--- src/rtl/imm_encoder.sv ---
// Packs a 64-bit signed immediate into the I/S/B/J bit positions of an RV64 instruction word.
// The word is delivered through a 2-entry skid buffer. Optional range checking is enabled by IMM_RANGE_CHECK_EN.
module imm_encoder #(
    parameter int CNT_W = 16
) (
    input  logic             clk,
    input  logic             rst,
    input  logic             in_valid,
    output logic             in_ready,
    input  logic [31:0]      in_base,
    input  logic [63:0]      in_imm,
    input  logic [1:0]       in_imm_src,
    output logic             out_valid,
    input  logic             out_ready,
    output logic [31:0]      out_inst,
    output logic             out_err,
    output logic [CNT_W-1:0] enc_count,
    output logic [CNT_W-1:0] err_count
);

    typedef enum logic [1:0] {
        ST_EMPTY = 2'd0,
        ST_ONE   = 2'd1,
        ST_TWO   = 2'd2
    } state_t;

    state_t           r_state;
    state_t           w_next;
    logic             r_in_ready;
    logic [31:0]      r_head_inst;
    logic             r_head_err;
    logic [31:0]      r_tail_inst;
    logic             r_tail_err;
    logic [CNT_W-1:0] r_enc_count;
    logic [CNT_W-1:0] r_err_count;

    logic [31:0]      w_packed;
    logic [31:0]      w_enc_inst;
    logic             w_enc_err;
    logic             w_out_valid;
    logic             w_accept;
    logic             w_drain;

    // Bit scatter: base supplies every non-immediate field.
    always_comb begin
        w_packed = in_base;
        case (in_imm_src)
            2'b00: w_packed[31:20] = in_imm[11:0];
            2'b01: begin
                w_packed[31:25] = in_imm[11:5];
                w_packed[11:7]  = in_imm[4:0];
            end
            2'b10: begin
                w_packed[31]    = in_imm[12];
                w_packed[30:25] = in_imm[10:5];
                w_packed[11:8]  = in_imm[4:1];
                w_packed[7]     = in_imm[11];
            end
            default: begin
                w_packed[31]    = in_imm[20];
                w_packed[30:21] = in_imm[10:1];
                w_packed[20]    = in_imm[11];
                w_packed[19:12] = in_imm[19:12];
            end
        endcase
    end

`ifdef IMM_RANGE_CHECK_EN
    logic w_err;

    always_comb begin
        case (in_imm_src)
            2'b00, 2'b01: w_err = !((&in_imm[63:11]) || !(|in_imm[63:11]));
            2'b10:        w_err = !((&in_imm[63:12]) || !(|in_imm[63:12])) || in_imm[0];
            default:      w_err = !((&in_imm[63:20]) || !(|in_imm[63:20])) || in_imm[0];
        endcase
    end

    // Zeroing the opcode makes an unrepresentable word decode as illegal.
    assign w_enc_inst = w_err ? {in_base[31:7], 7'b0000000} : w_packed;
    assign w_enc_err  = w_err;
`else
    logic w_unused_imm;

    assign w_unused_imm = ^in_imm[63:21];
    assign w_enc_inst   = w_packed;
    assign w_enc_err    = 1'b0;
`endif

    assign w_accept = in_valid & r_in_ready;
    assign w_drain  = w_out_valid & out_ready;

    always_ff @(posedge clk) begin
        if (rst) begin
            r_state    <= ST_EMPTY;
            r_in_ready <= 1'b1;
        end else begin
            r_state    <= w_next;
            r_in_ready <= (w_next != ST_TWO);
        end
    end

    always_comb begin
        w_next = r_state;
        case (r_state)
            ST_EMPTY: if (w_accept) w_next = ST_ONE;
            ST_ONE: begin
                if (w_accept && !w_drain)      w_next = ST_TWO;
                else if (!w_accept && w_drain) w_next = ST_EMPTY;
            end
            ST_TWO:   if (w_drain) w_next = ST_ONE;
            default:  w_next = ST_EMPTY;
        endcase
    end

    always_comb begin
        w_out_valid = (r_state != ST_EMPTY);
    end

    // In ONE, an accept that coincides with a drain overwrites the head directly.
    always_ff @(posedge clk) begin
        if (rst) begin
            r_head_inst <= '0;
            r_head_err  <= 1'b0;
            r_tail_inst <= '0;
            r_tail_err  <= 1'b0;
        end else begin
            case (r_state)
                ST_EMPTY: begin
                    if (w_accept) begin
                        r_head_inst <= w_enc_inst;
                        r_head_err  <= w_enc_err;
                    end
                end
                ST_ONE: begin
                    if (w_accept && w_drain) begin
                        r_head_inst <= w_enc_inst;
                        r_head_err  <= w_enc_err;
                    end else if (w_accept) begin
                        r_tail_inst <= w_enc_inst;
                        r_tail_err  <= w_enc_err;
                    end
                end
                ST_TWO: begin
                    if (w_drain) begin
                        r_head_inst <= r_tail_inst;
                        r_head_err  <= r_tail_err;
                    end
                end
                default: ;
            endcase
        end
    end

    always_ff @(posedge clk) begin
        if (rst) begin
            r_enc_count <= '0;
            r_err_count <= '0;
        end else if (w_drain) begin
            r_enc_count <= r_enc_count + 1'b1;
            if (r_head_err) r_err_count <= r_err_count + 1'b1;
        end
    end

    assign in_ready  = r_in_ready;
    assign out_valid = w_out_valid;
    assign out_inst  = r_head_inst;
    assign out_err   = r_head_err;
    assign enc_count = r_enc_count;
    assign err_count = r_err_count;

endmodule

--- config.mk ---
export PLATFORM = sky130hd
export DESIGN_NAME = imm_encoder
export DESIGN_NICKNAME = d
export VERILOG_FILES = /design/src/rtl/imm_encoder.sv
export SDC_FILE = /design/constraint.sdc
export NUM_CORES = 1
export LEC_CHECK = 0
export BUFFER_PORTS_ARGS = -buffer_cell sky130_fd_sc_hd__buf_2
export CAP_MARGIN = 5
export CORE_MARGIN = 5
export CORE_UTILIZATION = 44
export CTS_BUF_LIST = sky130_fd_sc_hd__clkbuf_4
export DETAILED_ROUTE_END_ITERATION = 16
export PLACE_DENSITY = 0.78
export RECOVER_POWER = 25
export SYNTH_ARGS = -nofsm -noshare
export SYNTH_HDL_FRONTEND = slang
export SYNTH_SLANG_ARGS = --single-unit
--- constraint.sdc ---
create_clock -name clk -period 1.75 [get_ports clk]
set_input_delay 0 -clock clk [delete_from_list [all_inputs] [get_ports clk]]
set_output_delay 0 -clock clk [all_outputs]
set_load 0.03 [all_outputs]
Yosys cells after proc, flatten, opt, wreduce, memory -nomap -nowiden
Index checks and enable logic that the tools add are counted.
Widths: inputs -> output; s select.

operators by class
  reductions and logical operators = 15
  mux-type cells = 17
  $add $sub $neg = 2
  bitwise operators = 3
  eq/ne operators = 8

operators by type and width
  kind                   number
  $mux 32                3
  $pmux 32 s3            1
  $add 16x1->16 const B  2
  $pmux 5 s2             2
  $pmux 7 s2             1
  $mux 2                 4
  $mux 8                 1
  $ne 2x2->1 const B     4
  $pmux 2 s3             1
  $eq 2x1->1 const B     2
  $eq 2x2->1 const B     2
  $logic_not 2->1        2
  $reduce_and 4->1       1
  $reduce_or 2->1        2
  $logic_and 1x1->1      3
  $mux 1                 3
  $pmux 1 s3             1
  $reduce_and 3->1       1
  $reduce_bool 3->1      1
  $reduce_or 3->1        1
  $and 1x1->1            2
  $logic_not 1->1        2
  $reduce_and 2->1       1
  $reduce_bool 2->1      1
  $not 1->1              1

word-level totals
  register bits = 100
  logic and storage cells = 52

Longest topological paths before layout
Gate-level depths: netlist of run 1.

  word-level depth = 7
  mapped depth = 7

Least setup slack after synthesis of run 1
No wires, ideal clock.

  kind = register to register
  start point = reg r_enc_count[0] (netlist: enc_count[0])
  end point = reg r_enc_count[14] (netlist: enc_count[14])
  data arrival time = 1,853 ps
  setup slack = -174 ps
  path buffers = 1
  cell stages (with the launch flop) = 7
  data required time = 1,680 ps
  clock period less this slack = 1,924 ps
  path through = dfxtp_1 > ha_1 > nand3_1 > or2_1 > clkbuf_2 > or4_1 > a21oi_1

between the ends
  word-level cells in the longest chain between the ends = 1

ends and longest elaborated chain
  what                    RTL line  source
  from (decl)             34        logic [CNT_W-1:0] r_enc_count;
  from (signal assigned)  160       r_enc_count <= r_enc_count + 1'b1;
  $add 16x1->16           160

No other way between the ends.
A chain may end at the register's enable or synchronous reset.

Worst setup path in the final report of run 1
Ends and elaborated chain as after synthesis.

==> flow_summary_export.csv, run 1 <==
group,metric,value,unit
run_status,status,"finished, final reports clean",
global_routing,grt.overflow.total,0,
clock_tree,clk_latency,0.42,ns
sta,fmax,0.609,GHz
detailed_routing,vias_per_cell,5.27,
synthesis,ys_seq_area_frac,0.438,
floorplanning,pin_count,169,
synthesis,synth_area_leaders,"dfxtp_1 44%, mux2i_1 7.1%, a211oi_1 5.7%, nand2_1 5.6%, nor2_1 5.0%",
floorplanning,design.die.area,10600,sq um
synthesis,syn_inst,443,
layout,drive_gt1_frac,0.213,
hold_path,hold-path-cell-count,3,
clock_tree,postCtsSetupBuffers,0,
worst_setup_path,startpoint_type,"register",
worst_setup_path,reg2reg_depth,5,
synthesis,synthArstFlopShare,0,
sta,min_period_over_period,0.939,
sta,final_max_slew_viol_count,0,
placed_design,io_buffer_count,101,
sta,final-hold-violation-count,0,
detailed_routing,drc,0,
floorplanning,rows,33,
detailed_routing,totalWireLength,9840,microns
clock_tree,clockRootBuffer,"clkbuf_4",
clock_tree,clock-sinks,83,
worst_setup_path,crit_fanout,5,
floorplanning,core,8300,sq um
clock_tree,cts_max_path_buffers,2,
hold_path,hold_end,"r_tail_inst[15]",
clock_tree,path_clk_slew,0.12,ns
worst_setup_path,cp_data_arrival_time,2.00,ns
worst_setup_path,timing.rr.end,"enc_count[14]",
global_routing,grt_pass1_wl,16100,microns
layout,num_antenna_cells,0,
detailed_routing,num_vias,3651,
placed_design,place_inst,639,
power,p_leak,2.09,nW
synthesis,synth_enable_flop_cells,0,
layout,num-nets-final,690,
hold_path,min-delay-start,"in_imm[15]",
worst_setup_path,reg2reg_setup_slack,0.11,ns
detailed_routing,drtPass1Iterations,4,
synthesis,yosysUniqueCellTypes,45,
synthesis,synth_seq_cells,83,
synthesis,syn_area,3790,sq um
synthesis,synth_top_flop_cell,"dfxtp_1",
sta,rsz0062_at_grt,"no",
sta,finalSetupTns,0,ns
global_routing,grt.total_usage,0.188,
floorplanning,fp.dieW,103,microns
detailed_routing,detail_route.wl_per_cell,14.2,microns
layout,stdcell_count,693,
clock_tree,cts_buffers,9,
worst_setup_path,r2r_start,"enc_count[0]",
sta,setup_violations,0,
global_routing,grt_pass1_vias,3536,
synthesis,yosys_warnings,0,
power,pwr_density_cell,801,nW/um^2
clock_tree,tritoncts,"built",
layout,syn2layout_area_growth,30.0,%
sta,min_period,1.64,ns
detailed_routing,ant_nets,0,
floorplanning,die_y,103,microns
job,drv_cap,0,
synthesis,avgSynthCellArea,8.56,sq um
detailed_routing,drt_iter0_markers,126,
global_routing,grt_max_degree,30,
synthesis,synth.top_cell.area_share,0.438,
worst_setup_path,crit_type,"reg -> reg",
placed_design,gp_congestion,0.821,
floorplanning,start_util,0.457,
layout,fill_cells,759,
power,ir_worst_vdd,0.000507,V
sta,clock_skew,0.0114,ns
clock_tree,htree_levels,3,
placed_design,hpwl,6870,microns
hold_path,hold_class,"in -> reg",
global_routing,antenna_found_initial,0,
power,total_power,0.00395,W
synthesis,yosysTopAreaCell,"dfxtp_1",
worst_setup_path,critical_path_required,2.10,ns
worst_setup_path,end_kind,"register",
layout,fin_util,0.594,
placed_design,dpl_worst_slack,0.0902,ns
sta,setup_ws,0.108,ns
## worst max-delay path by stage
stage,slack [ns],depth (start not counted),endpoint,from
CTS,0.07,5,enc_count[12],enc_count[0]
floorplan,0.01,4,enc_count[15],enc_count[6]
global route,0.004,5,enc_count[12],enc_count[0]
global placement,0.12,5,enc_count[14],enc_count[0]
detailed placement,0.09,5,enc_count[12],enc_count[0]
finish,0.11,5,enc_count[14],enc_count[0]
## layout make-up
| class | count | area [sq um] | share of cell area |
|---|---|---|---|
| flip-flops and latches | 83 | 1670 | 0.339 |
| clock inverters | 6 | 56.3 | 0.0114 |
| repair buffers | 161 | 1040 | 0.210 |
| inverters | 8 | 30.0 | 0.00609 |
| well taps | 105 | 131 | 0.0266 |
| clock buffers | 10 | 75.1 | 0.0152 |
| multi-input cells | 320 | 1930 | 0.392 |
## critical path, stage by stage, from the launching register on
cell	delay [ns]
dfxtp_4	0.39
ha_1	0.19
nand3_2	0.10
or2_4	0.27
or4_1	0.50
a21oi_1	0.14
## layer usage
layer	global-route usage	up-vias	routed length, microns
met2	0.332	115	4830
li1	-	1824	-
met3	0.0548	18	663
met1	0.225	1694	4160
met4	0.0498	0	191
met5	0	-	0
## Yosys cell counts (2+ instances only)
master     number
xor2_1          2
nand4_1         3
or2_2           3
a221oi_1        8
buf_4          17
a31o_2          4
a2111oi_0       4
o31ai_1         4
inv_1           8
nor4_1          2
nor2b_1         7
nand2_1        57
nor3_1          8
o21ai_2         2
a211oi_1       29
o221ai_1        2
xnor2_1         6
o211ai_1        8
buf_2           7
o21ai_0         4
or3_1           3
or2_1           2
buf_1           2
nand2b_1        2
clkbuf_1       21
a31oi_1         5
nand3b_1        2
mux2i_1        27
ha_1            5
or4_1           4
nand3_1         6
nor2_1         51
a22oi_1         2
a21oi_1        33
dfxtp_1        83
## cell usage in the layout (no fill, tap or decap), types with 4 or more instances in the layout
| cell type | n |
|---|---|
| a2111oi_0 | 4 |
| a221oi_1 | 8 |
| ha_1 | 5 |
| clkbuf_4 | 10 |
| o211ai_1 | 8 |
| clkbuf_1 | 32 |
| o21ai_0 | 4 |
| o31ai_1 | 4 |
| or4_1 | 4 |
| a211oi_1 | 29 |
| a21oi_1 | 33 |
| inv_1 | 8 |
| nor2b_1 | 7 |
| nand3_1 | 5 |
| dfxtp_1 | 78 |
| a31oi_1 | 5 |
| conb_1 | 17 |
| nand2_1 | 57 |
| mux2i_1 | 27 |
| a31o_2 | 4 |
| xnor2_1 | 6 |
| buf_2 | 69 |
| nor3_1 | 8 |
| dlygate4sd3_1 | 38 |
| buf_4 | 20 |
| nor2_1 | 51 |
## cells by family after synthesis
logic type / synth area share
AO/OA/AOI/OAI: 0.195
XOR/XNOR: 0.0185
adder cells (fa/ha/maj): 0.0165
buffers and inverters: 0.0749
flip-flops: 0.438
multiplexers: 0.0712
other: 0.000988
AND/OR/NAND/NOR: 0.185
## registers in the layout (all words and copies together), names as in the netlist
signal and count:
enc_count 16, out_inst 32, in_ready 1, r_tail_inst 32
r_state 2
## report_power, final
part	internal (W)	leakage, nW	switching [W]
Combinational	0.000307	1.33	0.000520
Sequential	0.00199	0.680	0.0000589
Clock	0.000440	0.0736	0.000636
Total	0.00274	2.09	0.00121
## timing repair
action | in CTS | in global routing
hold buffers | 38 | 0
endpoints found under the setup margin | 0 | 6
gates resized for setup | 0 | 4
hold endpoints to repair | 46 | 0
## stage by stage
step	cell area [sq um]	hold slack, ns
6_report	4930	0.0168
5_1_grt	4930	0.0138
4_1_cts	4960	0.000922
3_5_place_dp	4440	0.262
3_3_place_gp	4440	0.256
2_1_floorplan	3860	0.136
No activity file was read; power rests on OpenSTA's default activity.
==> inputs of run 2 (changes only) <==
--- a/config.mk
+++ b/config.mk
@@ -7,11 +7,14 @@
 export LEC_CHECK = 0
 export BUFFER_PORTS_ARGS = -buffer_cell sky130_fd_sc_hd__buf_2
 export CAP_MARGIN = 5
+export CELL_PAD_IN_SITES_DETAIL_PLACEMENT = 1
+export CELL_PAD_IN_SITES_GLOBAL_PLACEMENT = 2
 export CORE_MARGIN = 5
-export CORE_UTILIZATION = 44
+export CORE_UTILIZATION = 24
 export CTS_BUF_LIST = sky130_fd_sc_hd__clkbuf_4
+export CTS_CLUSTER_SIZE = 10
 export DETAILED_ROUTE_END_ITERATION = 16
-export PLACE_DENSITY = 0.78
+export PLACE_DENSITY_LB_ADDON = 0.1
 export RECOVER_POWER = 25
 export SYNTH_ARGS = -nofsm -noshare
 export SYNTH_HDL_FRONTEND = slang
==> flow_summary_export.csv, run 2 (synthesis gave the netlist of run 1 again) <==
group,metric,value,unit
detailed_routing,totalWireLength,11600,microns
layout,drive_gt1_frac,0.214,
floorplanning,fp.dieW,136,microns
clock_tree,clockRootBuffer,"clkbuf_4",
detailed_routing,ant_nets,0,
placed_design,hpwl,8420,microns
worst_setup_path,crit_type,"reg -> reg",
global_routing,grt.total_usage,0.129,
worst_setup_path,cp_data_arrival_time,2.02,ns
power,pwr_density_cell,804,nW/um^2
global_routing,antenna_found_initial,0,
hold_path,hold_class,"in -> reg",
detailed_routing,vias_per_cell,4.44,
worst_setup_path,end_kind,"register",
sta,fmax,0.613,GHz
clock_tree,cts_buffers,9,
clock_tree,clock-sinks,83,
sta,min_period_over_period,0.933,
detailed_routing,num_vias,3614,
layout,fill_cells,1886,
floorplanning,rows,46,
floorplanning,start_util,0.241,
sta,clock_skew,0.00784,ns
worst_setup_path,crit_fanout,5,
power,ir_worst_vdd,0.000588,V
floorplanning,pin_count,169,
global_routing,grt.overflow.total,0,
clock_tree,clk_latency,0.44,ns
layout,layout_common_cells,"79 x dfxtp_1, 68 x buf_2, 57 x nand2_1",
worst_setup_path,worstSetupStartpoint,"enc_count[0]",
clock_tree,cts_max_path_buffers,2,
floorplanning,design.die.area,18400,sq um
layout,seq_area,1670,sq um
clock_tree,tritoncts,"built",
layout,fin_util,0.332,
floorplanning,core,15700,sq um
run_status,status,"finished, final reports clean",
floorplanning,die_y,136,microns
global_routing,grt_pass1_vias,3812,
layout,stdcell_count,814,
clock_tree,path_clk_slew,0.13,ns
detailed_routing,drtPass1Iterations,4,
worst_setup_path,critical_path_required,2.14,ns
layout,multi_input_area,1940,sq um
sta,setup_violations,0,
global_routing,grt_max_degree,30,
layout,final_common_cell,"dfxtp_1",
detailed_routing,detail_route.wl_per_cell,14.2,microns
sta,finalSetupTns,0,ns
sta,rsz0062_at_grt,"no",
global_routing,grt_pass1_wl,18900,microns
clock_tree,htree_levels,3,
layout,num_antenna_cells,0,
job,drv_cap,0,
sta,final_max_slew_viol_count,0,
worst_setup_path,r2r_start,"enc_count[0]",
detailed_routing,drt_iter0_markers,78,
detailed_routing,drc,0,
clock_tree,postCtsSetupBuffers,0,
sta,whs,0.0419,ns
layout,syn2layout_area_growth,37.3,%
worst_setup_path,startpoint_type,"register",
layout,num-nets-final,700,
placed_design,gp_congestion,0.713,
sta,final-hold-violation-count,0,
placed_design,io_buffer_count,101,
hold_path,min-delay-start,"in_imm[11]",
placed_design,place_inst,756,
power,p_leak,2.15,nW
sta,min_period,1.63,ns
==> run 2: cell types whose count changed in the layout (fill, tap and decap cells not counted), sizes merged <==
| cell | change |
|---|---|
| clkinvlp | -1 |
| buf | +5 |
| inv | +1 |
| clkbuf | +1 |
| bufinv | +1 |
| clkinv | -1 |
| dlygate4sd3 | +4 |
==> run 2: layout make-up <==
class	instances	area share
multi-input combinational	320	0.372
sequential	83	0.321
timing repair buffer	171	0.220
tap	216	0.0519
clock inverter	6	0.0151
clock buffer	10	0.0144
inverter	8	0.00577
==> run 2: layer usage <==
| layer | share of wire | up-vias | track usage |
|---|---|---|---|
| met1 | 0.45 | 1686 | 0.152 |
| met2 | 0.49 | 70 | 0.226 |
| met3 | 0.045 | 11 | 0.0401 |
| met4 | 0.012 | 0 | 0.0319 |
| li1 | - | 1847 | - |
| met5 | 0 | - | 0 |
==> run 2: power by group <==
part	switching, W	total, W	internal, W
sequential	0.0000583	0.00205	0.00199
combinational	0.000537	0.000868	0.000331
clock	0.000687	0.00127	0.000586
==> run 2: critical path, stage by stage (launching register included) <==
cell and delay, ns:
dfxtp_4 0.39, ha_1 0.17, nand3_1 0.10, or2_4 0.27, or4_1 0.50, a21oi_1 0.15
==> run 2: final timing paths <==
| path | end | slack [ns] | depth (start not counted) |
|---|---|---|---|
| worst max-delay path | enc_count[14] | 0.12 | 5 |
| worst min-delay path | r_tail_inst[20] | 0.04 | 5 |
| worst max register to register | enc_count[14] | 0.12 | 5 |
| worst min register to register | r_tail_inst[27] | 0.46 | 2 |
==> run 2: per-stage QoR <==
step / setup slack, ns / total power, W / cell area, sq um
global route: 0.00462 / 0.00445 / 5210
global placement: 0.103 / 0.00290 / 4660
detailed placement: 0.0864 / 0.00291 / 4660
finish: 0.117 / 0.00419 / 5210
CTS: 0.0574 / 0.00431 / 5240
floorplan: 0.0143 / 0.00263 / 3860
==> run 2: what timing repair did <==
action                                 4_1_cts  5_1_grt
hold buffers                                42        0
setup endpoints to repair                    0        7
gates resized for setup                      0        5
endpoints found under the hold margin       62        0
==> inputs of run 3 (changes only) <==
--- a/config.mk
+++ b/config.mk
@@ -16,6 +16,7 @@
 export DETAILED_ROUTE_END_ITERATION = 16
 export PLACE_DENSITY_LB_ADDON = 0.1
 export RECOVER_POWER = 25
+export REMOVE_ABC_BUFFERS = 1
 export SYNTH_ARGS = -nofsm -noshare
 export SYNTH_HDL_FRONTEND = slang
 export SYNTH_SLANG_ARGS = --single-unit
==> flow_summary_export.csv, run 3 (synthesis gave the netlist of run 1 again) <==
group,metric,value,unit
detailed_routing,wl_met2,5490,microns
detailed_routing,num_vias,3711,
worst_setup_path,reg2reg_setup_slack,0.09,ns
sta,finalSetupTns,0,ns
layout,num-nets-final,703,
worst_setup_path,worstSetupStartpoint,"enc_count[1]",
placed_design,io_buffer_count,101,
floorplanning,start_util,0.241,
worst_setup_path,crit_fanout,4,
sta,min_period,1.66,ns
worst_setup_path,startpoint_type,"register",
power,ir_worst_vdd,0.000298,V
global_routing,antenna_found_initial,0,
floorplanning,fp.dieW,136,microns
global_routing,grt_max_degree,45,
worst_setup_path,reg2reg_depth,6,
worst_setup_path,end_kind,"register",
sta,final-hold-violation-count,0,
detailed_routing,ant_nets,0,
layout,final_common_cell,"dfxtp_1",
detailed_routing,totalWireLength,12200,microns
floorplanning,design.die.area,18400,sq um
layout,syn2layout_area_growth,38.8,%
worst_setup_path,timing.rr.end,"enc_count[10]",
clock_tree,clockRootBuffer,"clkbuf_4",
global_routing,grt.total_usage,0.136,
clock_tree,clk_latency,0.46,ns
placed_design,gp_congestion,0.755,
clock_tree,path_clk_slew,0.14,ns
job,drv_cap,0,
global_routing,grt_pass1_wl,19800,microns
global_routing,grt.overflow.total,0,
clock_tree,cts_buffers,9,
global_routing,grt_pass1_vias,3869,
floorplanning,die_y,136,microns
detailed_routing,drc,0,
worst_setup_path,critical_path_required,2.14,ns
sta,clock_skew,0.0188,ns
floorplanning,rows,46,
worst_setup_path,crit_type,"reg -> reg",
placed_design,hpwl,8500,microns
sta,rsz0062_at_grt,"no",
power,total_power,0.00425,W
worst_setup_path,r2r_start,"enc_count[1]",
sta,min_period_over_period,0.947,
detailed_routing,drtPass1Iterations,4,
detailed_routing,drt_iter0_markers,86,
floorplanning,pin_count,169,
sta,fmax,0.603,GHz
detailed_routing,wl_met3,654,microns
clock_tree,clock-sinks,83,
floorplanning,core,15700,sq um
run_status,status,"finished, final reports clean",
worst_setup_path,cp_data_arrival_time,2.05,ns
layout,layout_common_cells,"81 x dfxtp_1, 68 x buf_2, 57 x nand2_1",
hold_path,hold-path-cell-count,4,
layout,fin_area,5260,sq um
detailed_routing,vias_per_cell,4.54,
hold_path,hold_class,"in -> reg",
detailed_routing,detail_route.wl_per_cell,14.9,microns
worst_setup_path,worstSetupEndpoint,"enc_count[10]",
layout,fill_cells,1891,
power,pwr_density_cell,807,nW/um^2
sta,final_max_slew_viol_count,0,
detailed_routing,top_layer,"met4",
clock_tree,htree_levels,3,
placed_design,dpl-instance-area,4660,sq um
layout,drive_gt1_frac,0.213,
detailed_routing,wl_met1,5790,microns
clock_tree,cts_max_path_buffers,2,
power,p_leak,2.17,nW
sta,setup_violations,0,
clock_tree,tritoncts,"built",
## run 3: cell count changes in the layout (fill, tap and decap cells not counted), moves of 2 or more
cell           before  now
dlygate4sd3_1      42   45
clkinvlp_4          0    2
dfxtp_1            79   81
dfxtp_4             2    0
## run 3: per-stage QoR
step	hold WS [ns]	std cells	utilization	setup slack, ns
3_3_place_gp	0.255	756	0.297	-0.0381
4_1_cts	0.0179	817	0.336	0.0156
2_1_floorplan	0.0691	411	-	-0.226
6_report	0.0626	818	0.335	0.0920
3_5_place_dp	0.263	756	0.297	0.0192
5_1_grt	0.0908	817	0.335	0.0105
## run 3: layout make-up
| type | count | area [sq um] | share of cell area |
|---|---|---|---|
| diodes | 1 | 2.50 | 0.000475 |
| clock buffers | 9 | 67.6 | 0.0128 |
| clock inverters | 7 | 91.3 | 0.0174 |
| inverters | 8 | 30.0 | 0.00570 |
| multi-input cells | 320 | 1950 | 0.371 |
| flip-flops and latches | 83 | 1660 | 0.316 |
| well taps | 216 | 270 | 0.0513 |
| repair buffers | 174 | 1190 | 0.226 |
## run 3: routing by layer
layer	GRT usage	vias to the layer above
met1	0.179	1768
met4	0.0521	0
met5	0	-
met3	0.0293	17
met2	0.218	86
li1	-	1840
## run 3: what timing repair did
action / in CTS / in global routing
buffers inserted: 0 / 0
hold endpoints to repair: 62 / 0
endpoints found under the setup margin: 1 / 17
hold buffers: 45 / 0
resized for setup: 1 / 8
## run 3: critical path, stage by stage (launching register included)
cell and delay [ns]:
dfxtp_1 0.38, ha_1 0.18, nand3_1 0.13, or2_4 0.28, buf_4 0.15, or3_1 0.34, a21oi_1 0.15
## run 3: worst min-delay path by stage
stage                    start              to  slack [ns]
global route          in_valid      r_state[0]        0.09
finish              in_base[9]  r_tail_inst[9]        0.06
detailed placement  in_base[4]  r_tail_inst[4]        0.26
floorplan                  rst   enc_count[10]        0.07
CTS                 in_base[9]  r_tail_inst[9]        0.02
global placement    in_base[5]  r_tail_inst[5]        0.26
## run 3: where the power goes
| part | switching, W | internal, W | leakage (nW) | total (W) |
|---|---|---|---|---|
| logic | 0.000556 | 0.000337 | 1.41 | 0.000893 |
| registers | 0.0000574 | 0.00199 | 0.678 | 0.00205 |
| clock network | 0.000730 | 0.000574 | 0.0776 | 0.00130 |
